**config.mk**
```make
export PLATFORM = sky130hd
export DESIGN_NAME = mod_updown_counter
export DESIGN_NICKNAME = d
export VERILOG_FILES = /design/src/rtl/mod_updown_counter.sv
export SDC_FILE = /design/constraint.sdc
export NUM_CORES = 1
export LEC_CHECK = 0
export ABC_CLOCK_PERIOD_IN_PS = 2290
export BUFFER_PORTS_ARGS = -buffer_cell sky130_fd_sc_hd__buf_2
export CORE_AREA = 5 5 42 44
export DETAILED_ROUTE_END_ITERATION = 10
export DIE_AREA = 0 0 47 49
export HOLD_SLACK_MARGIN = 0.02
export PLACE_DENSITY = 0.67
export RECOVER_POWER = 50
export SYNTH_ARGS = -nofsm -noshare
export SYNTH_HDL_FRONTEND = slang
export SYNTH_SLANG_ARGS = --single-unit
export TNS_END_PERCENT = 20
```
**constraint.sdc**
```tcl
create_clock -name clk -period 2.29 [get_ports clk]
set_input_delay 0 -clock clk [delete_from_list [all_inputs] [get_ports clk]]
set_output_delay 0 -clock clk [all_outputs]
set_load 0.05 [all_outputs]
```
**src/rtl/mod_updown_counter.sv**
```systemverilog
// Parameterised modulo-N up/down counter with prescaled enable, parallel load,
// wrap/saturate boundary handling, terminal count and sticky overflow reporting.
module mod_updown_counter #(
    parameter int unsigned     WIDTH    = 4,
    parameter longint unsigned MODULUS  = 16,
    parameter int unsigned     PRESCALE = 1
) (
    input  logic             clk,
    input  logic             reset,
    input  logic             clr,
    input  logic             en,
    input  logic             up_dn,
    input  logic             load,
    input  logic [WIDTH-1:0] load_val,
    input  logic             sat_mode,
    input  logic             ovf_clr,
    output logic [WIDTH-1:0] q,
    output logic             tc,
    output logic             wrap_pulse,
    output logic             ovf_sticky
);

    localparam int unsigned      PSC_W    = (PRESCALE > 1) ? $clog2(PRESCALE) : 1;
    localparam logic [WIDTH-1:0] MAX_VAL  = WIDTH'(MODULUS - 1);
    localparam logic [WIDTH:0]   MOD_EXT  = (WIDTH+1)'(MODULUS);
    localparam logic [PSC_W-1:0] PSC_LAST = PSC_W'(PRESCALE - 1);

    logic [WIDTH-1:0] count_q, count_d;
    logic [PSC_W-1:0] psc_q, psc_d;
    logic             wrap_q, wrap_d;
    logic             ovf_q, ovf_d;
    logic             step;
    logic             boundary;

    always_ff @(posedge clk or posedge reset) begin
        if (reset) begin
            count_q <= '0;
            psc_q   <= '0;
            wrap_q  <= 1'b0;
            ovf_q   <= 1'b0;
        end else begin
            count_q <= count_d;
            psc_q   <= psc_d;
            wrap_q  <= wrap_d;
            ovf_q   <= ovf_d;
        end
    end

    assign step = en && (psc_q == PSC_LAST);

    always_comb begin
        count_d  = count_q;
        psc_d    = psc_q;
        wrap_d   = 1'b0;
        boundary = 1'b0;
        // A boundary event or out-of-range load later in this block overrides the clear.
        ovf_d    = ovf_q & ~ovf_clr;

        if (clr) begin
            count_d = '0;
            psc_d   = '0;
        end else if (load) begin
            psc_d = '0;
            if ({1'b0, load_val} < MOD_EXT) begin
                count_d = load_val;
            end else begin
                count_d = MAX_VAL;
                ovf_d   = 1'b1;
            end
        end else if (en) begin
            psc_d = step ? '0 : psc_q + PSC_W'(1);
            if (step) begin
                // Explicit compares keep MODULUS == 2^WIDTH identical to the general case.
                if (up_dn) begin
                    if (count_q == MAX_VAL) begin
                        boundary = 1'b1;
                        count_d  = sat_mode ? count_q : '0;
                    end else begin
                        count_d = count_q + WIDTH'(1);
                    end
                end else begin
                    if (count_q == '0) begin
                        boundary = 1'b1;
                        count_d  = sat_mode ? count_q : MAX_VAL;
                    end else begin
                        count_d = count_q - WIDTH'(1);
                    end
                end
            end
        end

        if (boundary) begin
            wrap_d = 1'b1;
            ovf_d  = 1'b1;
        end
    end

    assign q          = count_q;
    assign tc         = up_dn ? (count_q == MAX_VAL) : (count_q == '0);
    assign wrap_pulse = wrap_q;
    assign ovf_sticky = ovf_q;

endmodule

```
* Yosys cells after proc, flatten, opt, wreduce, memory -nomap -nowiden
Cells that the tools add are included.
** Word-level totals
- Output and inout port bits :: 7
- Word-level logic and storage cells :: 41
- Bits in registers :: 7
- Bits of input ports :: 12
** Operators by class
- Equal/unequal tests :: 3
- Bitwise gates (word level) :: 3
- Mux-type cells :: 23
- Add/subtract/negate cells :: 3
- Reduce and logical (&&, ||, !) cells :: 5
** Operators with widths (count)
- $mux 4 :: 9
- $mux 1 :: 14
- $ne 5x5->1 const B :: 2
- $reduce_bool 3->1 :: 2
- $add 4x1->4 const B :: 1
- $eq 4x4->1 const B :: 1
- $logic_not 4->1 :: 1
- $reduce_and 4->1 :: 1
- $sub 4x1->4 const B :: 1
- $not 1->1 :: 2
- $add 1x1->1 const B :: 1
- $and 1x1->1 :: 1
- $logic_and 1x1->1 :: 1

* Longest topological paths before layout
- Depth after elaboration :: 8
- Depth in mapped cells :: 6
- Gate-level depth less buffers :: 6

* Worst setup path before layout
No wires, ideal clock.
- Path type :: reg2reg
- From :: reg count_q[0] (netlist: q[0])
- To :: reg count_q[1] (netlist: q[1])
- Clock period less this slack :: 2.026 ns
- Path buffers :: 0
- Path slack :: 0.264 ns
- Arrival time :: 1.947 ns
- Setup time :: 0.079 ns
- Data required time :: 2.211 ns
- Stages on the path, launching flop included :: 7
- Path through :: dfrtp_1 > inv_1 > ha_1 > or4b_4 > a21boi_2 > o21a_2 > mux2i_1
** Between the ends
- Word-level cells in the longest chain between the ends :: 7
- Elaborated cells on any way between the ends :: 14
- Classes of those cells :: add/sub (2); eq/ne (3); mux (7); reduce/logical (2)
** Ends and longest elaborated chain
- start, declared :: RTL line 28 : logic [WIDTH-1:0] count_q, count_d;
- start signal, assigned :: RTL line 42 : count_q <= count_d;
- $sub 4x1->4 (tied with other cells) :: RTL line 86 : count_d = count_q - WIDTH'(1);
- $mux 4 (on tied branches) :: RTL line 82, 75
- $mux 4 :: RTL line 74 : if (up_dn) begin
- $mux 4 :: RTL line 72 : if (step) begin
- $mux 4 :: RTL line 70 : end else if (en) begin
- $mux 4 :: RTL line 62 : end else if (load) begin
- $mux 4 :: RTL line 59 : if (clr) begin
Several ways; a longest one is shown, not always the timed one. The select of a mux whose other input is x is not followed.
A chain may end at the register's enable or synchronous reset.

* Final worst setup path
Ends and elaborated chain as after synthesis.

==> results by group <==
STA
  – Final TNS setup: 0 ps
  – Final setup violation count: 0
  – Worst hold slack: 39.0 ps
  – Max-slew violation count: 0
  – Unrepaired setup endpoints after global routing: false
  – Max Clk Rate: 513 MHz
  – Period utilisation layout: 0.851
  – Setup ws final: 342 ps
  – Clk_skew: 1.16 ps
  – Measured slew at the worst slew-check pin: 596 ps
  – Min cycle time layout: 1950 ps
  – Hold Vio Cnt, Final: 0
  – Max_slew headroom: 0.605

Critical path
  – Crit path launch type: flip-flop
  – Worst endpoint required time: 2460 ps
  – Worst path arrival time: 2120 ps
  – Setup crit end kind: flip-flop
  – WP buf/inv: 1
  – CP max-delay cell: or4b_4
  – Crit-path max cell delay: 510 ps
  – Crit path max fanout: 9
  – CP cell instances: inv_1 > ha_1 > or4b_4 > a21boi_2 > o21a_2 > mux2i_1
  – Kind of critical path: reg -> reg
  – Family with the most delay on the worst path: simple AND/OR/NAND/NOR gates

Final layout
  – Fin nets: 92
  – Fraction of layout cells with a size suffix above 1: 0.325
  – Fin util: 0.492
  – Area Overhead vs Synth: 27.3%
  – Ant diodes: 0
  – # fillers: 140
  – Register Area: 175 µm²
  – Multi-input logic area: 333 µm²

Synth
  – Synthesized instance count: 54
  – Yosys warnings: 0
  – Count of state elements after synthesis: 7
  – Yosys cell types: 33
  – EDFF count, synth: 0
  – Mapped cell area: 542 µm²
  – Mapped Nets: 68
  – Avg Cell Area, Syn: 10.0 µm²
  – Sequential share of the synthesized area: 0.323
  – Asr flop ratio synth: 1.00
  – Main synth FF type: dfrtp_1

Detailed routing
  – WL/cell: 12.9 µm
  – Initial DRC count: 5
  – Via count: 487
  – TritonRoute pass-1 iters: 4
  – Drt drc: 0
  – Routed wire length: 1200 µm
  – Vias per cell: 5.24
  – Routed Antenna Nets: 0

Die
  – Row Count: 14
  – Die width: 47 µm
  – Io pins: 19
  – Die Y-Extent: 49 µm
  – Initial Util: 0.387
  – Die Area: 2300 µm²
  – Core ar.: 1400 µm²

Run status
  – Outcome: complete, no violations

Clocking
  – Clock buffer count from CTS: 3
  – Clock Path Buffers: 2
  – Latest clock arrival within the worst-skew pair: 250 ps
  – Setup bufs post-CTS: 0
  – Htree depth: 1
  – CTS tree: done
  – Post-CTS sizing: 0
  – CTS Sinks: 7
  – CTS clk-pin slew, worst paths: 50 ps
  – Hold-fix buffers, CTS: 3
  – CTS Root Cell: clkbuf_4

Placement
  – Placement Setup Slack: 364 ps
  – Final Wtd Congestion: 0.770
  – Port buffer count: 18
  – DP HPWL: 916 µm

Power
  – Maximum vdd drop: 0.306 mV
  – Lkg Pwr: 0.323 nW
  – Pwr Total: 403 µW
  – PwrDens: 584 nW/µm²

Global route
  – First-pass GRT wire length: 2050 µm
  – Congestion Overflow GR: 0
  – Total track usage: 0.124
  – Largest net degree at the start of global routing: 12
  – Number of global-route vias before repair: 461
  – Initial antenna violation count: 0

Worst hold path
  – HP Class: in -> reg

Job
  – Max_cap viols: 0
## worst paths after layout
check / slack [ps] / start / end / depth (start not counted)
max in group asynchronous: 1870 / reset / wrap_pulse / 3
max: 340 / q[0] / q[1] / 6
max reg2reg: 340 / q[0] / q[1] / 6
min reg2reg: 480 / ovf_sticky / ovf_sticky / 1
min: 40 / clr / psc_q / 2
min in group asynchronous: 220 / reset / psc_q / 3
## worst register-to-register path: stages (launching register included)
cell,delay [ps]
dfrtp_1,470
inv_1,110
ha_1,180
or4b_4,510
a21boi_2,230
o21a_2,200
mux2i_1,190
## cell families (layout without fill, tap and decap cells)
group,after synthesis,after routing,share of synthesized area
AOI/OAI and AO/OA,20,20,0.333
adders and majority gates,2,2,0.0462
muxes,2,2,0.0370
and+or+nand+nor,15,15,0.182
buffers and inverters,7,30,0.0624
DFF,7,7,0.323
xor gates and xnor gates,1,1,0.0162
## power breakdown
group,internal [mW],switching [mW],total (mW)
logic,0.0547,0.0887,0.143
clock network,0.0663,0.0431,0.109
registers,0.133,0.0168,0.150
## metrics by stage
stage,instances,cell area (µm²)
after floorplan,54,542
after global placement,86,637
after detailed placement,86,637
after CTS,93,693
after global routing,93,689
final,93,689
## routing by layer
metal	vias up	global-route usage	share of wire
li1	250	-	-
met1	222	0.151	0.42
met2	11	0.183	0.51
met3	4	0.0332	0.048
met4	0	0.0829	0.021
met5	-	0	0
## cell usage after synthesis, drive strengths merged (2+ instances only)
| library cell | count | area (µm²) |
|---|---|---|
| o21ai | 2 | 10.0 |
| a21boi | 2 | 18.8 |
| o41ai | 2 | 17.5 |
| dfrtp | 7 | 175 |
| a31oi | 2 | 12.5 |
| inv | 5 | 18.8 |
| mux2i | 2 | 20.0 |
| nand2 | 4 | 15.0 |
| nand2b | 3 | 18.8 |
| ha | 2 | 25.0 |
| o211ai | 2 | 15.0 |
## registers in the layout, summed over array words and instances, names as in the netlist
name and cells:
q 4, ovf_sticky 1, psc_q 1, wrap_pulse 1
## layout by cell type, fill, tap and decap left out, types with 2 or more instances in the layout
master,n
dlygate4sd3_1,3
inv_1,5
nand2_1,4
ha_1,2
clkbuf_4,3
o41ai_1,2
clkbuf_1,4
o211ai_1,2
mux2i_1,2
buf_2,15
a31oi_1,2
o21ai_0,2
nand2b_1,3
dfrtp_1,7
## cell type report
class	count	area share
inverters	5	0.0272
flip-flops and latches	7	0.254
repair buffers	21	0.169
clock buffers	4	0.0381
well taps	16	0.0290
multi-input cells	40	0.483
No activity file was read; power rests on OpenSTA's default activity.
